[config.mk]
export PLATFORM = sky130hd
export DESIGN_NAME = jtobj_zscan_flat
export DESIGN_NICKNAME = d
export VERILOG_FILES = /design/src/rtl/jtobj_zscan_if.sv /design/src/rtl/jtobj_zscan.sv /design/src/flat_wrapper.sv
export SDC_FILE = /design/constraint.sdc
export NUM_CORES = 1
export LEC_CHECK = 0
export ABC_AREA = 0
export CELL_PAD_IN_SITES_DETAIL_PLACEMENT = 1
export CELL_PAD_IN_SITES_GLOBAL_PLACEMENT = 1
export CORE_ASPECT_RATIO = 1.2
export CORE_MARGIN = 5
export CORE_UTILIZATION = 45
export CTS_CLUSTER_DIAMETER = 30
export DETAILED_ROUTE_END_ITERATION = 8
export GPL_TIMING_DRIVEN = 0
export MAX_ROUTING_LAYER = met4
export PLACE_DENSITY_LB_ADDON = 0.1
export SYNTH_ARGS = -nofsm -noshare
export SYNTH_HDL_FRONTEND = slang
export SYNTH_SLANG_ARGS = --single-unit
[constraint.sdc]
create_clock -name clk -period 6.2 [get_ports clk]
set_input_delay 0.62 -clock clk [delete_from_list [all_inputs] [get_ports clk]]
set_output_delay 0.62 -clock clk [all_outputs]
set_load 0.1 [all_outputs]
[src/rtl/jtobj_zscan_if.sv]
// Draw-command bus between the zoomed-sprite scanner FIFO head and the tile drawer.
// The scanner (master) presents the FIFO head; the drawer (slave) pops with ready.
interface jtobj_zscan_if;
  logic        valid;
  logic        ready;
  logic [15:0] code;
  logic [8:0]  hpos;
  logic [3:0]  ysub;
  logic [7:0]  hzoom;
  logic        hflip;

  modport master (output valid, code, hpos, ysub, hzoom, hflip, input ready);
  modport slave  (input valid, code, hpos, ysub, hzoom, hflip, output ready);
endinterface

[src/rtl/jtobj_zscan.sv]
// Zoomed-sprite line scanner: walks the object table per line and queues one command per tile.
// Define JTOBJ_ZSCAN_REVERSE_EN to scan the table from the last entry down to 0.
module jtobj_zscan #(
  parameter int unsigned OBJW    = 8,
  parameter int unsigned FIFO_AW = 3,
  parameter int unsigned MAXOBJ  = 32
) (
  input  logic            rst,
  input  logic            clk,
  input  logic            cen,
  input  logic            line_start,
  input  logic [8:0]      vline,
  output logic [OBJW+1:0] tbl_addr,
  input  logic [15:0]     tbl_data,
  jtobj_zscan_if.master   cmd,
  output logic            scan_busy,
  output logic            line_ovf,
  output logic            line_miss
);

  typedef enum logic [2:0] {StIdle, StFetch, StCalc, StEmit, StDone} state_e;

  localparam int unsigned CW    = $clog2(MAXOBJ + 1);
  localparam int unsigned DEPTH = 2 ** FIFO_AW;
  localparam logic [CW-1:0]      CNT_MAX = CW'(MAXOBJ);
  localparam logic [CW-1:0]      CNT_ONE = CW'(1);
  localparam logic [OBJW-1:0]    OBJ_ONE = OBJW'(1);
  localparam logic [FIFO_AW:0]   PTR_ONE = (FIFO_AW + 1)'(1);
`ifdef JTOBJ_ZSCAN_REVERSE_EN
  localparam logic [OBJW-1:0]    OBJ_FIRST = '1;
  localparam logic [OBJW-1:0]    OBJ_LAST  = '0;
`else
  localparam logic [OBJW-1:0]    OBJ_FIRST = '0;
  localparam logic [OBJW-1:0]    OBJ_LAST  = '1;
`endif

  state_e          state;
  logic            calc_ph;
  logic [1:0]      wrd;
  logic [OBJW-1:0] obj, obj_next;
  logic [CW-1:0]   cnt;
  logic [8:0]      vline_l, y, x, ydiff, hpos;
  logic            hflip, vflip, busy, in_zone;
  logic [1:0]      vsz, hsz;
  logic [15:0]     code, code_t, code_v;
  logic [7:0]      hzoom, vzoom;
  logic [16:0]     mul;
  logic [10:0]     scaled, scaled_n;
  logic [2:0]      step, vmask, hmask, t, h, fv, fh;
  logic [3:0]      ysub, ysub_n;
  logic [37:0]     mem [DEPTH];
  logic [FIFO_AW:0] wp, rp;
  logic            full, empty, push, pop, flush;

`ifdef JTOBJ_ZSCAN_REVERSE_EN
  assign obj_next = obj - OBJ_ONE;
`else
  assign obj_next = obj + OBJ_ONE;
`endif

  assign busy      = (state == StFetch) || (state == StCalc) || (state == StEmit);
  assign scan_busy = busy;

  assign ydiff    = vline_l - y;
  assign mul      = 17'(ydiff) * 17'(vzoom);
  assign scaled_n = 11'(mul >> 6);
  assign vmask    = 3'((4'd1 << vsz) - 4'd1);
  assign hmask    = 3'((4'd1 << hsz) - 4'd1);
  assign in_zone  = ~ydiff[8] && (scaled < (11'd16 << vsz));
  assign t        = (scaled[6:4] ^ (vflip ? vmask : 3'd0)) & vmask;
  assign ysub_n   = scaled[3:0] ^ {4{vflip}};

  // Vertical tile index goes into code bits {5,3,1}, horizontal into {4,2,0}; no carry out.
  assign fv     = {code[5], code[3], code[1]} + t;
  assign code_t = {code[15:6], fv[2], code[4], fv[1], code[2], fv[0], code[0]};
  assign h      = (step ^ (hflip ? hmask : 3'd0)) & hmask;
  assign fh     = {code[4], code[2], code[0]} + h;
  assign code_v = {code[15:6], code[5], fh[2], code[3], fh[1], code[1], fh[0]};
  assign hpos   = x + {2'b00, step, 4'b0000};

  assign empty = (wp == rp);
  assign full  = (wp[FIFO_AW] != rp[FIFO_AW]) && (wp[FIFO_AW-1:0] == rp[FIFO_AW-1:0]);
  assign flush = cen & line_start & busy;
  assign pop   = cen & ~empty & cmd.ready;
  assign push  = cen & ~line_start & (state == StEmit) & (~full | pop);

  assign cmd.valid = ~empty;
  assign {cmd.code, cmd.hpos, cmd.ysub, cmd.hzoom, cmd.hflip} =
      empty ? 38'd0 : mem[rp[FIFO_AW-1:0]];

  always_ff @(posedge clk) begin
    if (rst || flush) begin
      wp <= '0;
      rp <= '0;
    end else begin
      if (push) begin
        mem[wp[FIFO_AW-1:0]] <= {code_v, hpos, ysub, hzoom, hflip};
        wp <= wp + PTR_ONE;
      end
      if (pop) rp <= rp + PTR_ONE;
    end
  end

  always_ff @(posedge clk) begin
    if (rst) begin
      state <= StIdle;  calc_ph <= 1'b0; wrd <= '0;  obj <= '0;    cnt <= '0;
      vline_l <= '0;    tbl_addr <= '0;  y <= '0;    x <= '0;      hflip <= 1'b0;
      vflip <= 1'b0;    vsz <= '0;       hsz <= '0;  code <= '0;   hzoom <= '0;
      vzoom <= '0;      scaled <= '0;    step <= '0; ysub <= '0;
      line_ovf <= 1'b0; line_miss <= 1'b0;
    end else if (cen) begin
      if (line_start) begin
        vline_l   <= vline;
        obj       <= OBJ_FIRST;
        tbl_addr  <= {OBJ_FIRST, 2'd0};
        wrd       <= 2'd0;
        cnt       <= '0;
        line_ovf  <= 1'b0;
        line_miss <= busy;
        state     <= StFetch;
      end else begin
        unique case (state)
          StFetch: begin
            unique case (wrd)
              2'd0: begin
                {hflip, vflip, vsz, hsz, y} <= tbl_data[14:0];
                if (tbl_data[15]) begin
                  tbl_addr <= {obj, 2'd1};
                  wrd      <= 2'd1;
                end else if (obj == OBJ_LAST) begin
                  state <= StDone;
                end else begin
                  obj      <= obj_next;
                  tbl_addr <= {obj_next, 2'd0};
                end
              end
              2'd1: begin
                code     <= tbl_data;
                tbl_addr <= {obj, 2'd2};
                wrd      <= 2'd2;
              end
              2'd2: begin
                x        <= tbl_data[8:0];
                tbl_addr <= {obj, 2'd3};
                wrd      <= 2'd3;
              end
              2'd3: begin
                {hzoom, vzoom} <= tbl_data;
                wrd     <= 2'd0;
                calc_ph <= 1'b0;
                state   <= StCalc;
              end
            endcase
          end
          StCalc: begin
            calc_ph <= ~calc_ph;
            if (!calc_ph) begin
              scaled <= scaled_n;
            end else if (in_zone) begin
              code  <= code_t;
              ysub  <= ysub_n;
              step  <= 3'd0;
              cnt   <= cnt + CNT_ONE;
              state <= StEmit;
            end else if (obj == OBJ_LAST) begin
              state <= StDone;
            end else begin
              obj      <= obj_next;
              tbl_addr <= {obj_next, 2'd0};
              state    <= StFetch;
            end
          end
          StEmit: begin
            if (push) begin
              step <= step + 3'd1;
              if (step == hmask) begin
                if (cnt == CNT_MAX) begin
                  line_ovf <= 1'b1;
                  state    <= StDone;
                end else if (obj == OBJ_LAST) begin
                  state <= StDone;
                end else begin
                  obj      <= obj_next;
                  tbl_addr <= {obj_next, 2'd0};
                  state    <= StFetch;
                end
              end
            end
          end
          StDone:  state <= StIdle;
          StIdle:  state <= StIdle;
          default: state <= StIdle;
        endcase
      end
    end
  end

endmodule

[src/flat_wrapper.sv]
// flat-port wrapper written by rule: the top's interface ports become plain ports
module jtobj_zscan_flat 
#(
  parameter int unsigned OBJW    = 8,
  parameter int unsigned FIFO_AW = 3,
  parameter int unsigned MAXOBJ  = 32
)
  (rst, clk, cen, line_start, vline, tbl_addr, tbl_data, scan_busy, line_ovf, line_miss, cmd_valid, cmd_code, cmd_hpos, cmd_ysub, cmd_hzoom, cmd_hflip, cmd_ready);
  jtobj_zscan_if cmd_i ();
  input  logic rst;
  input  logic clk;
  input  logic cen;
  input  logic line_start;
  input  logic [8:0] vline;
  output logic [OBJW+1:0] tbl_addr;
  input  logic [15:0] tbl_data;
  output logic scan_busy;
  output logic line_ovf;
  output logic line_miss;
  output wire logic [$bits(cmd_i.valid)-1:0] cmd_valid;
  output wire logic [$bits(cmd_i.code)-1:0] cmd_code;
  output wire logic [$bits(cmd_i.hpos)-1:0] cmd_hpos;
  output wire logic [$bits(cmd_i.ysub)-1:0] cmd_ysub;
  output wire logic [$bits(cmd_i.hzoom)-1:0] cmd_hzoom;
  output wire logic [$bits(cmd_i.hflip)-1:0] cmd_hflip;
  input wire logic [$bits(cmd_i.ready)-1:0] cmd_ready;
  assign cmd_valid = cmd_i.valid;
  assign cmd_code = cmd_i.code;
  assign cmd_hpos = cmd_i.hpos;
  assign cmd_ysub = cmd_i.ysub;
  assign cmd_hzoom = cmd_i.hzoom;
  assign cmd_hflip = cmd_i.hflip;
  assign cmd_i.ready = cmd_ready;
  jtobj_zscan #(.OBJW(OBJW), .FIFO_AW(FIFO_AW), .MAXOBJ(MAXOBJ)) u_core (.rst(rst), .clk(clk), .cen(cen), .line_start(line_start), .vline(vline), .tbl_addr(tbl_addr), .tbl_data(tbl_data), .cmd(cmd_i), .scan_busy(scan_busy), .line_ovf(line_ovf), .line_miss(line_miss));
endmodule
==> results.yml, run 1 <==
status:
  status: "complete, no violations"
placed_design:
  place_congestion: 0.832
  place_area_um2: 22000
  dp_hpwl_mm: 37.5
  port-buffer-count: 81
  pre_cts_slack_ps: -481
yosys:
  async_flop_share: 0
  synth.yosys.seq_area_share: 0.576
  syn-num-nets: 1707
  synth_simple_gate_area_share: 0.113
  synthCells: 1571
  synth_area_um2: 20200
  synth_top_cell_by_area: "edfxtp_1"
  synthAdderAreaFrac: 0.0822
  synth-xor-area-share: 0.0186
  synth_top_family_by_area: "simple AND/OR/NAND/NOR gates"
  avgSynthCellArea_um2: 12.9
  synth_mux_area_frac: 0.106
  synth_area_leaders: "edfxtp_1 45%, dfxtp_1 12%, mux4_2 8.5%"
  synth_edf_count: 304
  synth-compound-area-share: 0.0690
  yosysWarnings: 0
  synthFlopType: "edfxtp_1"
  synth.distinct_cells: 75
  ys_ff_latch: 430
  synth.top_cell.area_share: 0.451
pwr:
  p_leak_nw: 8.60
  sequentialPowerShare: 0.375
  p_int_w: 0.00628
  clockPowerShare: 0.599
  comb_power_share: 0.026
  p_sw_w: 0.00186
  vdd_drop_max_mv: 0.198
  p_per_area_nw_per_um2: 323
  p_sw_frac: 0.228
run:
  max-cap-violations: 0
setup_path:
  reg2reg_slack_ps: 350
  r2r-start: "u_core.vline_l[0]"
  cp-start-kind: "flop"
  cp.required_ps: 6730
  crit_arrival_ps: 6380
  cp-end-kind: "flop"
  critPathKind: "flop to flop"
  rr_worst_depth: 22
  crit_start: "u_core.vline_l[0]"
  critPathMaxFanout: 15
  reg2reg_to: "u_core.scaled[10]"
clock_network:
  clockBufferDepth: 3
  ctsHoldBuffers: 0
  cts.sinks: 430
  cts_inserted_buffers: 85
  insertion_delay_ps: 620
  clkTransAtPathRegs_ps: 50
  h-tree-depth: 3
  clockRootBuffer: "clkbuf_16"
  cts_tree: "built"
timing:
  fin_crit_sh: 0.944
  hold_viol_final: 0
  max_slew_margin: 0.142
  max_clock_freq_ghz: 0.171
  finalSetupViolCount: 0
  drv_slew: 0
  clock_skew_ps: 24.7
  tns_ps: 0
  worst_pin_slew_ps: 1280
  min_period_ps: 5850
  setup_slack_ps: 347
  rsz0062_at_grt: "true"
routing:
  drtAntennaViolNets: 0
  totalWireLength_mm: 55.5
  routed_via_density: 5.59
  drtIter0Drc: 660
  dr.pass1.iters: 5
  wl_per_cell_um: 23.2
  drc_errors: 0
  via_count: 13400
floorplanning:
  num_io_pins: 82
  die_height_um: 242
  die_area_um2: 49300
  initial_core_util: 0.453
  core_um2: 44700
  rows: 85
  die-width_um: 204
worst_hold_path:
  hold_path.class: "flop to flop"
  min_to: "u_core.y[3]"
  worst_hold_startpoint: "u_core.y[3]"
  whs_path_depth: 2
cells_and_area:
  final_cell_mix: "304 x edfxtp_1, 174 x nand2_1, 126 x dfxtp_1"
  final_area_um2: 25200
  num_antenna_cells: 0
  area_growth_pct: 24.6
  final_common_cell: "edfxtp_1"
  final_nets: 1892
  layout-drive-gt1-share: 0.157
grt:
  grt_pass1_wl_mm: 86.9
  grt_usage: 0.236
  grt_max_degree: 26
  grt_pass1_vias: 14600
  antenna_found_initial: 0
  grt_overflow: 0
layout make-up:
class / instances / area, um^2
clock buffer: 94 / 2210
tap: 565 / 707
fill: 4486 / 19400
timing repair buffer: 99 / 1060
buffer: 81 / 390
inverter: 81 / 304
clock inverter: 64 / 895
multi-input combinational: 978 / 8000
sequential: 430 / 11700
state kept, by name (all words and copies together) (netlist names), 4 cells and up, named ones only:
signal	cells
u_core.y	9
u_core.hzoom	8
u_core.ysub	4
u_core.wp	4
u_core.scaled	11
u_core.tbl_addr	10
u_core.code	16
u_core.rp	4
u_core.mem	304
u_core.x	9
u_core.vline_l	9
u_core.obj	8
u_core.vzoom	8
u_core.cnt	6
power groups by stage:
stage | sequential (W) | combinational [W] | clock (W)
3_3_place_gp | 0.00311 | 0.000195 | 0
6_report | 0.00305 | 0.000208 | 0.00488
2_1_floorplan | 0.00311 | 0.000103 | 0
5_1_grt | 0.00305 | 0.000223 | 0.00514
4_1_cts | 0.00305 | 0.000201 | 0.00495
3_5_place_dp | 0.00311 | 0.000196 | 0
cell usage after synthesis (15+ instances only):
cell	count
edfxtp_1	304
nand2_1	174
dfxtp_1	126
a21oi_1	109
nor2_1	108
inv_1	81
mux4_2	76
clkbuf_1	61
ha_1	61
nand3_1	59
and2_1	45
fa_1	45
mux2i_1	44
o21ai_0	38
xnor2_1	24
nor2b_1	19
xor2_1	19
nand2b_1	16
nor3_1	15
through the flow:
step	hold WS, ps	instances	util	total power, W
2_1_floorplan	432	1571	-	0.00321
3_3_place_gp	442	2217	0.487	0.00330
3_5_place_dp	447	2232	0.493	0.00330
4_1_cts	456	2390	0.563	0.00820
5_1_grt	482	2392	0.565	0.00841
6_report	457	2392	0.565	0.00814
worst max-delay path, cell delays in order (launching register included):
cell	delay, ps
dfxtp_1	330
inv_1	70
ha_1	210
fa_1	470
nor2b_1	170
o31a_1	250
o311a_1	270
o21a_4	290
and2_1	170
fa_1	430
fa_1	470
fa_1	540
inv_1	50
fa_1	520
inv_1	40
ha_1	350
a21o_1	200
a21oi_1	130
nand2_1	110
o21ai_4	180
o21ai_0	140
xnor2_1	150
a211oi_1	220
routing by layer:
metal  GRT usage  wire length (um)  vias to the layer above
li1            -                 -                     6126
met1       0.279             22200                     6832
met2       0.413             29600                      331
met3      0.0376              2450                       86
met4      0.0732              1270                        0
met5           -                 0                        -
worst max-delay path by stage:
stage                        endpoint  slack, ps
floorplan           u_core.scaled[10]        470
global placement     u_core.mem[0][9]      -2170
global route        u_core.scaled[10]        -40
CTS                 u_core.scaled[10]         30
detailed placement  u_core.scaled[10]       -480
finish              u_core.scaled[10]        350
repair_timing:
item,CTS,global route
gates resized for setup,7,8
setup endpoints to repair,5,7
pin swaps,0,3
buffers inserted,0,3
cell families (layout without fill, tap and decap cells):
kind of cell,count (synthesis),count (layout)
AND/OR/NAND/NOR,483,483
AO/OA/AOI/OAI,226,226
XOR/XNOR,43,43
flip-flops,430,430
buffers and inverters,163,419
adder cells (fa/ha/maj),106,106
multiplexers,120,120
(Power assumes the default switching activity.)
==> run 2: changes to the inputs <==
clock period = 7.1 ns   (was 6.2 ns; I/O delays follow)
==> run 2 against run 1 <==
  * Highest routed layer unchanged
  * First-iteration DRC count is 2.1% lower
  * Power decreased by 13%
  * Routed wire length rose by 0.11%
  * Non-clock buffer count is 2 lower
  * Via count rose by 0.36%
  * Critical path depth is 1 higher
  * Flip-flop and latch count unchanged
  * Largest cell class unchanged
  * Clock power is 13% lower
  * Worst setup slack better by 100 ps
  * Combinational power decreased by 18%
==> results.yml, run 2 (synthesis gave the netlist of run 1 again) <==
placed_design:
  place_congestion: 0.832
  port-buffer-count: 81
  dp_hpwl_mm: 37.5
  dpl.cell_count: 2232
  place_area_um2: 22000
cells_and_area:
  layout-drive-gt1-share: 0.152
  num_antenna_cells: 0
  ff_latch_area_um2: 11700
  final_area_um2: 25100
  finalNonFillerCells: 2390
  final_cell_mix: "304 x edfxtp_1, 174 x nand2_1, 126 x dfxtp_1"
  final_util: 0.563
  final_nets: 1890
  final_common_cell: "edfxtp_1"
  area_growth_pct: 24.2
  largest_reg_flops: 304
  n_fill_cell: 4490
  multiInputGateArea_um2: 7940
status:
  status: "complete, no violations"
floorplanning:
  die-width_um: 204
  die_area_um2: 49300
  die_height_um: 242
  initial_core_util: 0.453
  num_io_pins: 82
  rows: 85
  core_um2: 44700
timing:
  finalSetupViolCount: 0
  worst_pin_slew_ps: 1290
  clock_skew_ps: 23.7
  max_clock_freq_ghz: 0.150
  min_period_ps: 6650
  drv_slew: 0
  max_slew_margin: 0.133
  fin_crit_sh: 0.937
  hold_viol_final: 0
  rsz0062_at_grt: "false"
setup_path:
  critPathKind: "flop to flop"
  cp-end-kind: "flop"
  critPathMaxFanout: 10
  cp.required_ps: 7560
  cp-start-kind: "flop"
  crit_arrival_ps: 7110
routing:
  drc_errors: 0
  drtIter0Drc: 646
  dr.pass1.iters: 5
  routed_via_density: 5.62
  totalWireLength_mm: 55.5
  drtAntennaViolNets: 0
  via_count: 13400
  wl_per_cell_um: 23.2
clock_network:
  clkTransAtPathRegs_ps: 50
  cts_inserted_buffers: 85
  insertion_delay_ps: 620
  h-tree-depth: 3
  cts_tree: "built"
  clockRootBuffer: "clkbuf_16"
  post_cts_buffers: 0
  cts.sinks: 430
  cts_resized: 0
  ctsHoldBuffers: 0
  clockBufferDepth: 3
pwr:
  comb_power_share: 0.024
  clockPowerShare: 0.600
  p_per_area_nw_per_um2: 282
  p_int_w: 0.00548
  sequentialPowerShare: 0.376
  p_sw_w: 0.00162
  vdd_drop_max_mv: 0.173
  p_leak_nw: 8.57
  p_sw_frac: 0.228
grt:
  grt_pass1_wl_mm: 86.8
  grt_max_degree: 26
  grt_usage: 0.235
  grt_overflow: 0
  grt_pass1_vias: 14600
  antenna_found_initial: 0
worst_hold_path:
  hold_path.class: "flop to flop"
run:
  max-cap-violations: 0
==> run 2: path summary, 6_finish.rpt <==
| kind | start | to | slack [ps] | cells past startpoint |
|---|---|---|---|---|
| setup reg to reg | u_core.vline_l[0] | u_core.scaled[8] | 450 | 23 |
| setup / recovery | u_core.vline_l[0] | u_core.scaled[8] | 450 | 23 |
| hold reg to reg | u_core.y[3] | u_core.y[3] | 460 | 2 |
| hold / removal | u_core.y[3] | u_core.y[3] | 460 | 2 |
==> run 2: area by class of cell <==
class | count | share of cell area
Inverter | 81 | 0.0121
Tap cell | 565 | 0.0281
Buffer | 82 | 0.0157
Clock buffer | 94 | 0.0880
Timing Repair Buffer | 96 | 0.0412
Sequential cell | 430 | 0.463
Clock inverter | 64 | 0.0356
Multi-Input combinational cell | 978 | 0.316
==> run 2: layer usage <==
metal / up-vias / routed length, um / global-route usage
met4: 0 / 1290 / 0.0732
met3: 86 / 2440 / 0.0376
li1: 6134 / - / -
met2: 315 / 29600 / 0.413
met5: - / 0 / -
met1: 6888 / 22200 / 0.279
==> run 2: through the flow <==
stage                     setup TNS [ps]  setup slack, ps  power [W]  hold slack (ps)
after floorplan                        0             1370    0.00281              432
after global placement           -101390            -1360    0.00288              442
after detailed placement               0              419    0.00288              447
after CTS                              0              408    0.00716              456
after global routing                   0             7.77    0.00733              482
final                                  0              449    0.00709              456
==> run 2: critical path, cell delays in order (launching register included) <==
cell,delay [ps]
dfxtp_1,330
inv_1,70
ha_1,210
fa_1,470
nor2b_1,170
o31a_1,230
o311a_1,210
o21a_1,370
clkbuf_1,460
and2_1,210
fa_1,430
fa_1,470
fa_1,540
inv_1,50
fa_1,520
inv_1,40
ha_1,350
a21o_1,200
a21oi_1,130
nand2_1,70
o21ai_0,400
a21boi_0,250
nor3_1,230
a311oi_1,70
==> run 2: power groups by stage <==
stage | Combinational [W] | Clock (W) | Sequential [W]
4_1_cts | 0.000172 | 0.00432 | 0.00266
6_report | 0.000170 | 0.00426 | 0.00266
3_5_place_dp | 0.000171 | 0 | 0.00271
5_1_grt | 0.000183 | 0.00449 | 0.00266
3_3_place_gp | 0.000170 | 0 | 0.00271
2_1_floorplan | 0.0000901 | 0 | 0.00272
